<file path="src/rtl/mips_pkg.sv">
// Shared encodings for the multicycle MIPS controller: FSM states, IR field
// constants, ALU operation codes and the datapath control bundle.
package mips_pkg;

  localparam int unsigned OP_W  = 6;
  localparam int unsigned ALU_W = 3;

  typedef enum logic [3:0] {
    S_FETCH, S_DECODE, S_EXR, S_WBR, S_EXI, S_WBI, S_ADDR, S_MRD,
    S_WBL, S_MWR, S_BR, S_JMP, S_JAL, S_JR, S_ERR
  } state_t;

  localparam logic [OP_W-1:0] OP_RTYPE = 6'b000000;
  localparam logic [OP_W-1:0] OP_ADDI  = 6'b001000;
  localparam logic [OP_W-1:0] OP_SLTI  = 6'b001010;
  localparam logic [OP_W-1:0] OP_LW    = 6'b100011;
  localparam logic [OP_W-1:0] OP_SW    = 6'b101011;
  localparam logic [OP_W-1:0] OP_BEQ   = 6'b000100;
  localparam logic [OP_W-1:0] OP_BNE   = 6'b000101;
  localparam logic [OP_W-1:0] OP_J     = 6'b000010;
  localparam logic [OP_W-1:0] OP_JAL   = 6'b000011;

  localparam logic [OP_W-1:0] FN_JR  = 6'b001000;
  localparam logic [OP_W-1:0] FN_ADD = 6'b100000;
  localparam logic [OP_W-1:0] FN_SUB = 6'b100010;
  localparam logic [OP_W-1:0] FN_AND = 6'b100100;
  localparam logic [OP_W-1:0] FN_OR  = 6'b100101;
  localparam logic [OP_W-1:0] FN_SLT = 6'b101010;

  localparam logic [ALU_W-1:0] ALU_ADD = 3'b010;
  localparam logic [ALU_W-1:0] ALU_SUB = 3'b110;
  localparam logic [ALU_W-1:0] ALU_AND = 3'b000;
  localparam logic [ALU_W-1:0] ALU_OR  = 3'b001;
  localparam logic [ALU_W-1:0] ALU_SLT = 3'b111;

  typedef struct packed {
    logic             iord;
    logic             ir_write;
    logic             pc_write;
    logic             pc_write_cond;
    logic             br_flag;
    logic             reg_dst;
    logic             wr_sel;
    logic             wd_sel;
    logic             reg_write;
    logic             alu_src_a;
    logic             mem_to_reg;
    logic             mem_read;
    logic             mem_write;
    logic [1:0]       alu_src_b;
    logic [1:0]       pc_src;
    logic [ALU_W-1:0] alu_op;
  } ctrl_t;

  // R-type func decode: {valid, alu_op}
  function automatic logic [ALU_W:0] func_decode(input logic [OP_W-1:0] fn);
    case (fn)
      FN_ADD:  func_decode = {1'b1, ALU_ADD};
      FN_SUB:  func_decode = {1'b1, ALU_SUB};
      FN_AND:  func_decode = {1'b1, ALU_AND};
      FN_OR:   func_decode = {1'b1, ALU_OR};
      FN_SLT:  func_decode = {1'b1, ALU_SLT};
      default: func_decode = {1'b0, ALU_AND};
    endcase
  endfunction

endpackage

</file>
<file path="src/rtl/mem_wait_timer.sv">
// Counts stalled cycles of one memory access; flags the cycle on which the
// TIMEOUT-th consecutive stall would complete.
module mem_wait_timer #(
  parameter int unsigned TIMEOUT = 15
) (
  input  logic clk,
  input  logic init,
  input  logic clear,
  input  logic tick,
  output logic expired_c
);

  localparam int unsigned W = (TIMEOUT > 1) ? $clog2(TIMEOUT) : 1;

  logic [W-1:0] count;

  always_ff @(posedge clk) begin
    if (init || clear) count <= '0;
    else if (tick)     count <= count + W'(1);
  end

  assign expired_c = tick && (count == W'(TIMEOUT - 1));

endmodule

</file>
<file path="src/rtl/multicycle_ctrl.sv">
// Moore control FSM for a multicycle MIPS datapath with memory handshake,
// per-access timeout, retired-instruction counter and sticky error state.
module multicycle_ctrl
  import mips_pkg::*;
#(
  parameter bit          MEM_HS  = 1'b1,
  parameter int unsigned TIMEOUT = 15,
  parameter int unsigned CNT_W   = 32
) (
  input  logic             clk,
  input  logic             init,
  input  logic [5:0]       opcode,
  input  logic [5:0]       func,
  input  logic             zero,
  input  logic             mem_ready,
  output logic             IorD,
  output logic             IRWrite,
  output logic             PCWrite,
  output logic             PCWriteCond,
  output logic             BrFlag,
  output logic             RegDst,
  output logic             WrSel,
  output logic             WdSel,
  output logic             RegWrite,
  output logic             ALUsrcA,
  output logic             MemtoReg,
  output logic             MemRead,
  output logic             MemWrite,
  output logic [1:0]       ALUsrcB,
  output logic [1:0]       PCsrc,
  output logic [2:0]       ALUoperation,
  output logic [CNT_W-1:0] retired,
  output logic             err
);

  state_t           state, state_next;
  logic [OP_W-1:0]  op_q, func_q;
  logic             func_ok;
  logic [ALU_W-1:0] func_alu;
  logic             in_mem, mem_done, timeout;
  ctrl_t            ctrl;
  logic             unused;

  // zero feeds the datapath's conditional PC write, not the sequencer
  assign unused = zero;

  assign in_mem   = (state == S_FETCH) || (state == S_MRD) || (state == S_MWR);
  assign mem_done = !MEM_HS || mem_ready;
  assign {func_ok, func_alu} = func_decode(func_q);

  mem_wait_timer #(.TIMEOUT(TIMEOUT)) u_wait (
    .clk       (clk),
    .init      (init),
    .clear     (state_next != state),
    .tick      (MEM_HS && in_mem && !mem_ready),
    .expired_c (timeout)
  );

  // State register, IR field capture, retire counter, sticky error
  always_ff @(posedge clk) begin
    if (init) begin
      state   <= S_FETCH;
      op_q    <= '0;
      func_q  <= '0;
      retired <= '0;
      err     <= 1'b0;
    end else begin
      state <= state_next;
      if (state == S_DECODE) begin
        op_q   <= opcode;
        func_q <= func;
      end
      if (state_next == S_FETCH && state != S_FETCH) retired <= retired + CNT_W'(1);
      if (state_next == S_ERR) err <= 1'b1;
    end
  end

  always_comb begin
    state_next = state;
    case (state)
      S_FETCH: begin
        if (mem_done)     state_next = S_DECODE;
        else if (timeout) state_next = S_ERR;
      end
      S_DECODE: begin
        case (opcode)
          OP_RTYPE:       state_next = (func == FN_JR) ? S_JR : S_EXR;
          OP_ADDI, OP_SLTI: state_next = S_EXI;
          OP_LW, OP_SW:   state_next = S_ADDR;
          OP_BEQ, OP_BNE: state_next = S_BR;
          OP_J:           state_next = S_JMP;
          OP_JAL:         state_next = S_JAL;
          default:        state_next = S_ERR;
        endcase
      end
      S_EXR:  state_next = func_ok ? S_WBR : S_ERR;
      S_EXI:  state_next = S_WBI;
      S_ADDR: state_next = (op_q == OP_LW) ? S_MRD : S_MWR;
      S_MRD: begin
        if (mem_done)     state_next = S_WBL;
        else if (timeout) state_next = S_ERR;
      end
      S_MWR: begin
        if (mem_done)     state_next = S_FETCH;
        else if (timeout) state_next = S_ERR;
      end
      S_WBR, S_WBI, S_WBL, S_BR, S_JMP, S_JAL, S_JR: state_next = S_FETCH;
      S_ERR:   state_next = S_ERR;
      default: state_next = S_ERR;
    endcase
  end

  // Control decode from state and the IR fields latched in DECODE
  always_comb begin
    ctrl = '0;
    case (state)
      S_FETCH: begin
        ctrl.mem_read  = 1'b1;
        ctrl.ir_write  = 1'b1;
        ctrl.pc_write  = 1'b1;
        ctrl.alu_src_b = 2'b01;
        ctrl.alu_op    = ALU_ADD;
      end
      S_DECODE: begin
        ctrl.alu_src_b = 2'b11;
        ctrl.alu_op    = ALU_ADD;
      end
      S_EXR: begin
        ctrl.alu_src_a = 1'b1;
        ctrl.alu_op    = func_alu;
      end
      S_WBR: begin
        ctrl.reg_dst   = 1'b1;
        ctrl.reg_write = 1'b1;
      end
      S_EXI: begin
        ctrl.alu_src_a = 1'b1;
        ctrl.alu_src_b = 2'b10;
        ctrl.alu_op    = (op_q == OP_SLTI) ? ALU_SLT : ALU_ADD;
      end
      S_WBI: ctrl.reg_write = 1'b1;
      S_ADDR: begin
        ctrl.alu_src_a = 1'b1;
        ctrl.alu_src_b = 2'b10;
        ctrl.alu_op    = ALU_ADD;
      end
      S_MRD: begin
        ctrl.iord     = 1'b1;
        ctrl.mem_read = 1'b1;
      end
      S_MWR: begin
        ctrl.iord      = 1'b1;
        ctrl.mem_write = 1'b1;
      end
      S_WBL: begin
        ctrl.mem_to_reg = 1'b1;
        ctrl.reg_write  = 1'b1;
      end
      S_BR: begin
        ctrl.alu_src_a     = 1'b1;
        ctrl.alu_op        = ALU_SUB;
        ctrl.pc_write_cond = 1'b1;
        ctrl.pc_src        = 2'b01;
        ctrl.br_flag       = (op_q == OP_BNE);
      end
      S_JMP: begin
        ctrl.pc_write = 1'b1;
        ctrl.pc_src   = 2'b10;
      end
      S_JAL: begin
        ctrl.pc_write  = 1'b1;
        ctrl.pc_src    = 2'b10;
        ctrl.reg_write = 1'b1;
        ctrl.wr_sel    = 1'b1;
        ctrl.wd_sel    = 1'b1;
      end
      S_JR: begin
        ctrl.pc_write = 1'b1;
        ctrl.pc_src   = 2'b11;
      end
      default: ctrl = '0;
    endcase
  end

  assign IorD         = ctrl.iord;
  assign IRWrite      = ctrl.ir_write;
  assign PCWrite      = ctrl.pc_write;
  assign PCWriteCond  = ctrl.pc_write_cond;
  assign BrFlag       = ctrl.br_flag;
  assign RegDst       = ctrl.reg_dst;
  assign WrSel        = ctrl.wr_sel;
  assign WdSel        = ctrl.wd_sel;
  assign RegWrite     = ctrl.reg_write;
  assign ALUsrcA      = ctrl.alu_src_a;
  assign MemtoReg     = ctrl.mem_to_reg;
  assign MemRead      = ctrl.mem_read;
  assign MemWrite     = ctrl.mem_write;
  assign ALUsrcB      = ctrl.alu_src_b;
  assign PCsrc        = ctrl.pc_src;
  assign ALUoperation = ctrl.alu_op;

endmodule

</file>
<file path="config.mk">
export PLATFORM = sky130hd
export DESIGN_NAME = multicycle_ctrl
export DESIGN_NICKNAME = d
export VERILOG_FILES = /design/src/rtl/mips_pkg.sv /design/src/rtl/mem_wait_timer.sv /design/src/rtl/multicycle_ctrl.sv
export SDC_FILE = /design/constraint.sdc
export NUM_CORES = 1
export LEC_CHECK = 0
export BUFFER_PORTS_ARGS = -buffer_cell sky130_fd_sc_hd__buf_2
export CAP_MARGIN = 10
export CORE_MARGIN = 2
export CORE_UTILIZATION = 50
export DETAILED_ROUTE_END_ITERATION = 8
export PLACE_DENSITY = 0.87
export SETUP_SLACK_MARGIN = 0.1
export SYNTH_ARGS = -nofsm -noshare
export SYNTH_HDL_FRONTEND = slang
export SYNTH_HIERARCHICAL = 1
export SYNTH_SLANG_ARGS = --single-unit
</file>
<file path="constraint.sdc">
create_clock -name clk -period 3.1 [get_ports clk]
set_input_delay 0.31 -clock clk [delete_from_list [all_inputs] [get_ports clk]]
set_output_delay 0.31 -clock clk [all_outputs]
set_load 0.03 [all_outputs]
</file>
==> results of run 1 <==
## placed cells by master, fill, tap and decap left out, drive strengths merged, types with 3 or more instances in the layout
cell type,instances
a21oi,27
a31oi,6
and2,3
and3,13
and4,9
buf,82
clkbuf,6
clkinv,3
dfxtp,53
ha,3
inv,5
mux2,25
mux2i,3
nand2,36
nand2b,7
nand3,26
nand4,9
nand4b,3
nor2,46
nor2b,30
nor3,10
nor3b,3
nor4,24
o21ai,5
o22ai,3
o31ai,10
or4,10
or4b,3
xnor2,3
## metrics by stage
stage | cell area, um2 | instances
6_report | 4016 | 574
5_1_grt | 4016 | 574
3_3_place_gp | 3842 | 563
4_1_cts | 3966 | 571
3_5_place_dp | 3842 | 563
2_1_floorplan | 3467 | 439
## tightest hold or removal path: stages
cell and delay, ns:
buf_2 0.11, nand2_1 0.05, a21oi_1 0.05
## metal layers
layer  global-route usage (%)  vias up  part of all wire (%)
met5                        0        -                     0
met4                    8.381        0                   1.8
met3                    3.033       14                   5.4
met2                    34.56      141                    49
met1                    29.79     1653                    44
li1                         -     1716                     -
## worst paths after layout
path | startpoint | endpoint
worst max-delay path | state[0]$_SDFF_PP0_ | retired[27]$_SDFFE_PP0P_
worst min-delay path | func[3] | func_q[3]$_SDFFE_PP0P_
worst max register to register | state[0]$_SDFF_PP0_ | retired[27]$_SDFFE_PP0P_
worst min register to register | func_q[4]$_SDFFE_PP0P_ | func_q[4]$_SDFFE_PP0P_
## power groups by stage
stage / Sequential [uW] / Clock, uW / Combinational [uW]
after CTS: 835 / 487 / 1650
after detailed placement: 851 / 0 / 1630
after floorplan: 850 / 0 / 1250
final: 840 / 478 / 1760
after global placement: 844 / 0 / 1580
after global routing: 849 / 506 / 1900
## registers in the layout, indices dropped and copies added (netlist names)
name / count
err: 1
u_wait/count: 4
state: 4
func_q: 6
retired: 32
op_q: 6
## area by class of cell
type / instances / area (um2)
clock inverter: 3 / 46.29
inverter: 7 / 26.28
fill: 583 / 2703
clock buffer: 5 / 68.82
multi-input combinational: 343 / 2223
sequential: 53 / 1062
timing repair buffer: 83 / 489.2
tap: 80 / 100.1
## cells by family after synthesis
kind of cell / after synthesis
XOR/XNOR: 4
flip-flops: 53
AO/OA/AOI/OAI: 68
AND/OR/NAND/NOR: 240
buffers and inverters: 43
multiplexers: 28
adder cells (fa/ha/maj): 3
## what timing repair did
item                                    CTS  global route
setup buffers                             0             2
gates cloned                              0             1
resized for setup                         1             4
pin swaps                                 0             1
hold endpoints to repair                  0             0
endpoints found under the setup margin    1            25
==> flow_summary_export.csv, run 1 <==
group,metric,value,unit
worst_setup_path,end_kind,"flip-flop",
logic_synthesis,post-synth-top-area-cell,"dfxtp_1",
global_route,grt_pass1_vias,3069,
power,ir_drop,331.6,uV
timing,fin_skew,0.01503,ns
timing,fin_crit_sh,92.98,%
logic_synthesis,synth_top_family_by_area,"simple AND/OR/NAND/NOR gates",
hold_path,hold_class,"input pin to flip-flop",
route,first_pass_iters,5,
route,drc,0,
clock_tree,cts.clk_slew.worst_paths,0.11,ns
timing,finalHoldViolCount,0,
worst_setup_path,slowest_stage,"or4b_4",
logic_synthesis,synth_top_area_share,30.90,%
logic_synthesis,yosysUniqueCellTypes,58,
worst_setup_path,cp_cell_sequence,"xor2_1, o31ai_1, nor2b_4, and4_4, or4b_4, o22ai_1, a41oi_1, nand2_2, buf_12, nor4_1, mux2_2",
route,drt_iter0_drc,361,
cells_and_area,final_util,59.78,%
logic_synthesis,syn_nets,458,
power,intPower,1565,uW
worst_setup_path,rr_worst_depth,11,
timing,min_period,2.882,ns
logic_synthesis,netlist_instances,439,
status,outcome,"complete, no violations",
floorplanning,rows,30,
logic_synthesis,synth_compound_area_share,13.16,%
place,io_buffers,67,
route,via_count,3524,
place,dp_slack,0.1260,ns
worst_setup_path,cp.depth,11,
logic_synthesis,synthMuxAreaShare,9.074,%
global_route,grt_first_pass_wirelength,13720,um
floorplanning,core_area,6719,um2
clock_tree,clkSinkCount,53,
logic_synthesis,syn_avg_cell_area,7.821,um2
timing,drv_slew,0,
timing,fin_setup_tns,0,ns
worst_setup_path,critPathBufInv,1,
hold_path,hold_depth,3,
cells_and_area,syn_to_final_growth,16.98,%
global_route,grt_max_degree,61,
logic_synthesis,synth_ff_type,"dfxtp_1",
worst_setup_path,slowest_delay,0.48,ns
timing,rsz0062_at_grt,"no",
logic_synthesis,synth_commonest_cells,"dfxtp_1, nor2_1, nand2_1",
clock_tree,clk_path_buf_depth,2,
logic_synthesis,ys.warnings.count,6,
logic_synthesis,synth_edf_count,0,
logic_synthesis,ys_seq_area_share,30.90,%
worst_setup_path,cp-start-kind,"flip-flop",
power,pwr-share-comb,57.2,%
timing,slew_headroom,32.88,%
place,gp_congestion,0.8798,
timing,worst_pin_slew,1.007,ns
timing,fin_ws,0.2177,ns
logic_synthesis,synthXorXnorAreaFrac,1.020,%
route,totalWireLength,8600,um
cells_and_area,layout-drive-gt1-share,26.92,%
floorplanning,die_h,86.87,um
floorplanning,initial_core_util,51.10,%
global_route,grt_usage,21.71,%
route,post_drt_via_cell_ratio,6.139,
power,clkPwrFrac,15.5,%
power,p_switching,1515,uW
cells_and_area,nNetsFinal,512,
timing,max_freq,347.0,MHz
timing,finalSetupViolations,0,
clock_tree,numCtsBuffers,5,
clock_tree,htree_levels,2,
run,drv_cap,0,
logic_synthesis,yosys-top-cells-area,"dfxtp_1, mux2_2, nor2b_1, nor2_1, nor4_1",
worst_setup_path,critPathRequiredTime,3.29,ns
clock_tree,root_buffer,"clkbuf_8",
power,leakagePower,0.001615,uW
worst_setup_path,critPathArrivalTime,3.08,ns
place,dp_hpwl,5800,um
route,wl_per_cell,14.98,um
logic_synthesis,synthArstFlopShare,0,%
clock_tree,cts_tree,"built",
logic_synthesis,synthAdderAreaFrac,1.093,%
logic_synthesis,yosysMostFrequentCell,"dfxtp_1",
power,p_seq_share,27.3,%
floorplanning,die-area,7546,um2
route,ant_nets,0,
worst_setup_path,path_class,"flip-flop to flip-flop",
floorplanning,die_w,86.87,um
power,power,3079,uW
timing,hold_ws,0.2473,ns
clock_tree,insertion_delay,0.31,ns
global_route,overflow,0,
power,swShare,49.19,%
global_route,antenna_found_initial,0,
clock_tree,cts_hold_buf,0,
logic_synthesis,ys_seq_elements,53,
cells_and_area,n_antenna_cell,0,
worst_setup_path,crit_fanout,21,
worst_setup_path,rrSetupSlack,0.22,ns
floorplanning,io_pins,69,
power,p_per_area,766.7,nW/um2
worst_setup_path,critPathTopFamily,"simple AND/OR/NAND/NOR gates",
logic_synthesis,synth-simple-area-share,39.07,%
logic_synthesis,syn_area,3433,um2
Note: power is estimated with default switching activity, not from simulation.
==> run 2, diff against run 1 <==
Settings changed: CORE_ASPECT_RATIO set to 0.5.
==> run 2 against run 1 <==
Compared with the run above:
- worst setup slack better by 0.044 ns
- global-route usage increased by 0.20 points
- via count up 0.77%
- utilization is 2.7 points higher
- combinational power up 5%
- largest power group unchanged
==> flow_summary_export.csv, run 2 (synthesis results as in run 1) <==
group,metric,value,unit
status,outcome,"complete, no violations",
cells_and_area,nNetsFinal,519,
timing,slew_headroom,50.01,%
timing,fin_crit_sh,91.55,%
timing,fin_setup_tns,0,ns
global_route,grt_usage,21.92,%
clock_tree,cts.clk_slew.worst_paths,0.06,ns
power,ir_drop,515.0,uV
global_route,grt.met2_usage,36.17,%
floorplanning,initial_core_util,51.44,%
route,totalWireLength,8728,um
global_route,grt_use_met3,3.832,%
clock_tree,htree_levels,2,
timing,max_freq,352.3,MHz
power,leakagePower,0.001685,uW
clock_tree,cts_hold_buf,0,
worst_setup_path,r2r_start,"state[3]$_SDFF_PP0_",
floorplanning,die-area,7586,um2
cells_and_area,final_cell_mix,"buf_2, dfxtp_1, nor2_1",
timing,drv_slew,0,
clock_tree,clk_path_buf_depth,2,
clock_tree,cts_tree,"built",
hold_path,holdCritStartpoint,"func[0]",
global_route,grt_busiest_layer,"met2",
worst_setup_path,critPathRequiredTime,3.28,ns
cells_and_area,largest_reg_flops,32,
timing,worst_pin_slew,0.7498,ns
floorplanning,io_pins,69,
global_route,grt_first_pass_wirelength,13970,um
route,via_count,3551,
global_route,grt_max_degree,79,
route,first_pass_iters,5,
clock_tree,clkSinkCount,53,
cells_and_area,seqCellArea,1061,um2
place,io_buffers,67,
run,drv_cap,0,
route,wl_per_cell,14.74,um
cells_and_area,layout-drive-gt1-share,28.40,%
hold_path,hold_class,"input pin to flip-flop",
route,ant_nets,0,
global_route,antenna_found_initial,0,
worst_setup_path,crit_fanout,20,
route,drt_iter0_drc,387,
clock_tree,numCtsBuffers,5,
timing,finalSetupViolations,0,
power,p_per_area,791.0,nW/um2
timing,fin_skew,0.004451,ns
timing,rsz0062_at_grt,"no",
floorplanning,die_w,121.2,um
route,post_drt_via_cell_ratio,5.998,
place,gp_congestion,0.8289,
clock_tree,root_buffer,"clkbuf_16",
global_route,gr-usage-met1,29.34,%
worst_setup_path,end_kind,"flip-flop",
cells_and_area,syn_to_final_growth,21.47,%
timing,finalHoldViolCount,0,
cells_and_area,fill_cells,561,
place,dp_hpwl,5641,um
worst_setup_path,crit_start,"state[3]$_SDFF_PP0_",
worst_setup_path,path_class,"flip-flop to flip-flop",
cells_and_area,n_antenna_cell,0,
worst_setup_path,cp-start-kind,"flip-flop",
cells_and_area,final_common_cell,"buf_2",
cells_and_area,multi_input_area,2253,um2
clock_tree,insertion_delay,0.29,ns
cells_and_area,reg_top3,"retired (32), func_q (6), op_q (6)",
place,dp_slack,0.1554,ns
timing,min_period,2.838,ns
timing,fin_ws,0.2618,ns
global_route,grt_pass1_vias,3063,
floorplanning,die_h,62.60,um
cells_and_area,top_register,"retired",
floorplanning,rows,21,
floorplanning,core_area,6674,um2
route,drc,0,
worst_setup_path,critPathArrivalTime,3.02,ns
global_route,overflow,0,
[run 2: changes by cell type in the layout (fill, tap and decap cells not counted), moves of 2 or more]
cell and delta:
nor4_1 -2, clkbuf_16 +5, nor4_2 +2, clkbuf_8 -5, buf_4 +6
[run 2: worst paths after layout]
kind	endpoint	slack, ns	cells after the start
setup / recovery	retired[16]$_SDFFE_PP0P_	0.26	12
hold / removal	func_q[0]$_SDFFE_PP0P_	0.27	3
setup reg to reg	retired[16]$_SDFFE_PP0P_	0.26	12
hold reg to reg	func_q[5]$_SDFFE_PP0P_	0.46	2
[run 2: final cells by class]
class | instances | share of cell area, %
well taps | 92 | 2.760
repair buffers | 90 | 13.29
multi-input cells | 343 | 54.04
clock inverters | 2 | 0.8401
clock buffers | 5 | 3.000
flip-flops and latches | 53 | 25.44
inverters | 7 | 0.6301
[run 2: report_power, final]
group          internal, uW  switching [uW]
combinational           639            1220
clock                   375             237
sequential              757            74.8
[run 2: worst max-delay path, stage by stage (launching register included)]
cell	delay [ns]
dfxtp_1	0.33
buf_4	0.17
nand4b_1	0.22
o31ai_2	0.12
nor2b_4	0.21
and4_4	0.23
or4b_4	0.47
o22ai_1	0.17
a41oi_2	0.09
nand2_2	0.18
clkbuf_16	0.20
nor4_1	0.06
mux2_2	0.27
[run 2: through the flow]
step / util, % / cell area, um2 / std cells / total power (uW) / hold WS (ns)
final: 62.49 / 4170 / 592 / 3299 / 0.2723
after CTS: 60.50 / 4038 / 583 / 3124 / 0.2714
after detailed placement: 58.10 / 3877 / 576 / 2505 / 0.4447
after global routing: 62.49 / 4170 / 592 / 3496 / 0.2792
after floorplan: - / 3467 / 439 / 2101 / 0.3828
after global placement: 58.10 / 3877 / 576 / 2481 / 0.4427
[run 2: metal layers]
metal  vias to the layer above  part of all wire (%)  wire length (um)
met1                      1664                    45              3963
met5                         -                     0                 0
li1                       1741                     -                 -
met2                       131                    47              4122
met3                        15                   5.9               519
met4                         0                   1.4               122
[run 2: timing repair]
action / CTS / global route
endpoints found under the setup margin: 0 / 28
setup buffers: 0 / 8
resized for setup: 0 / 8
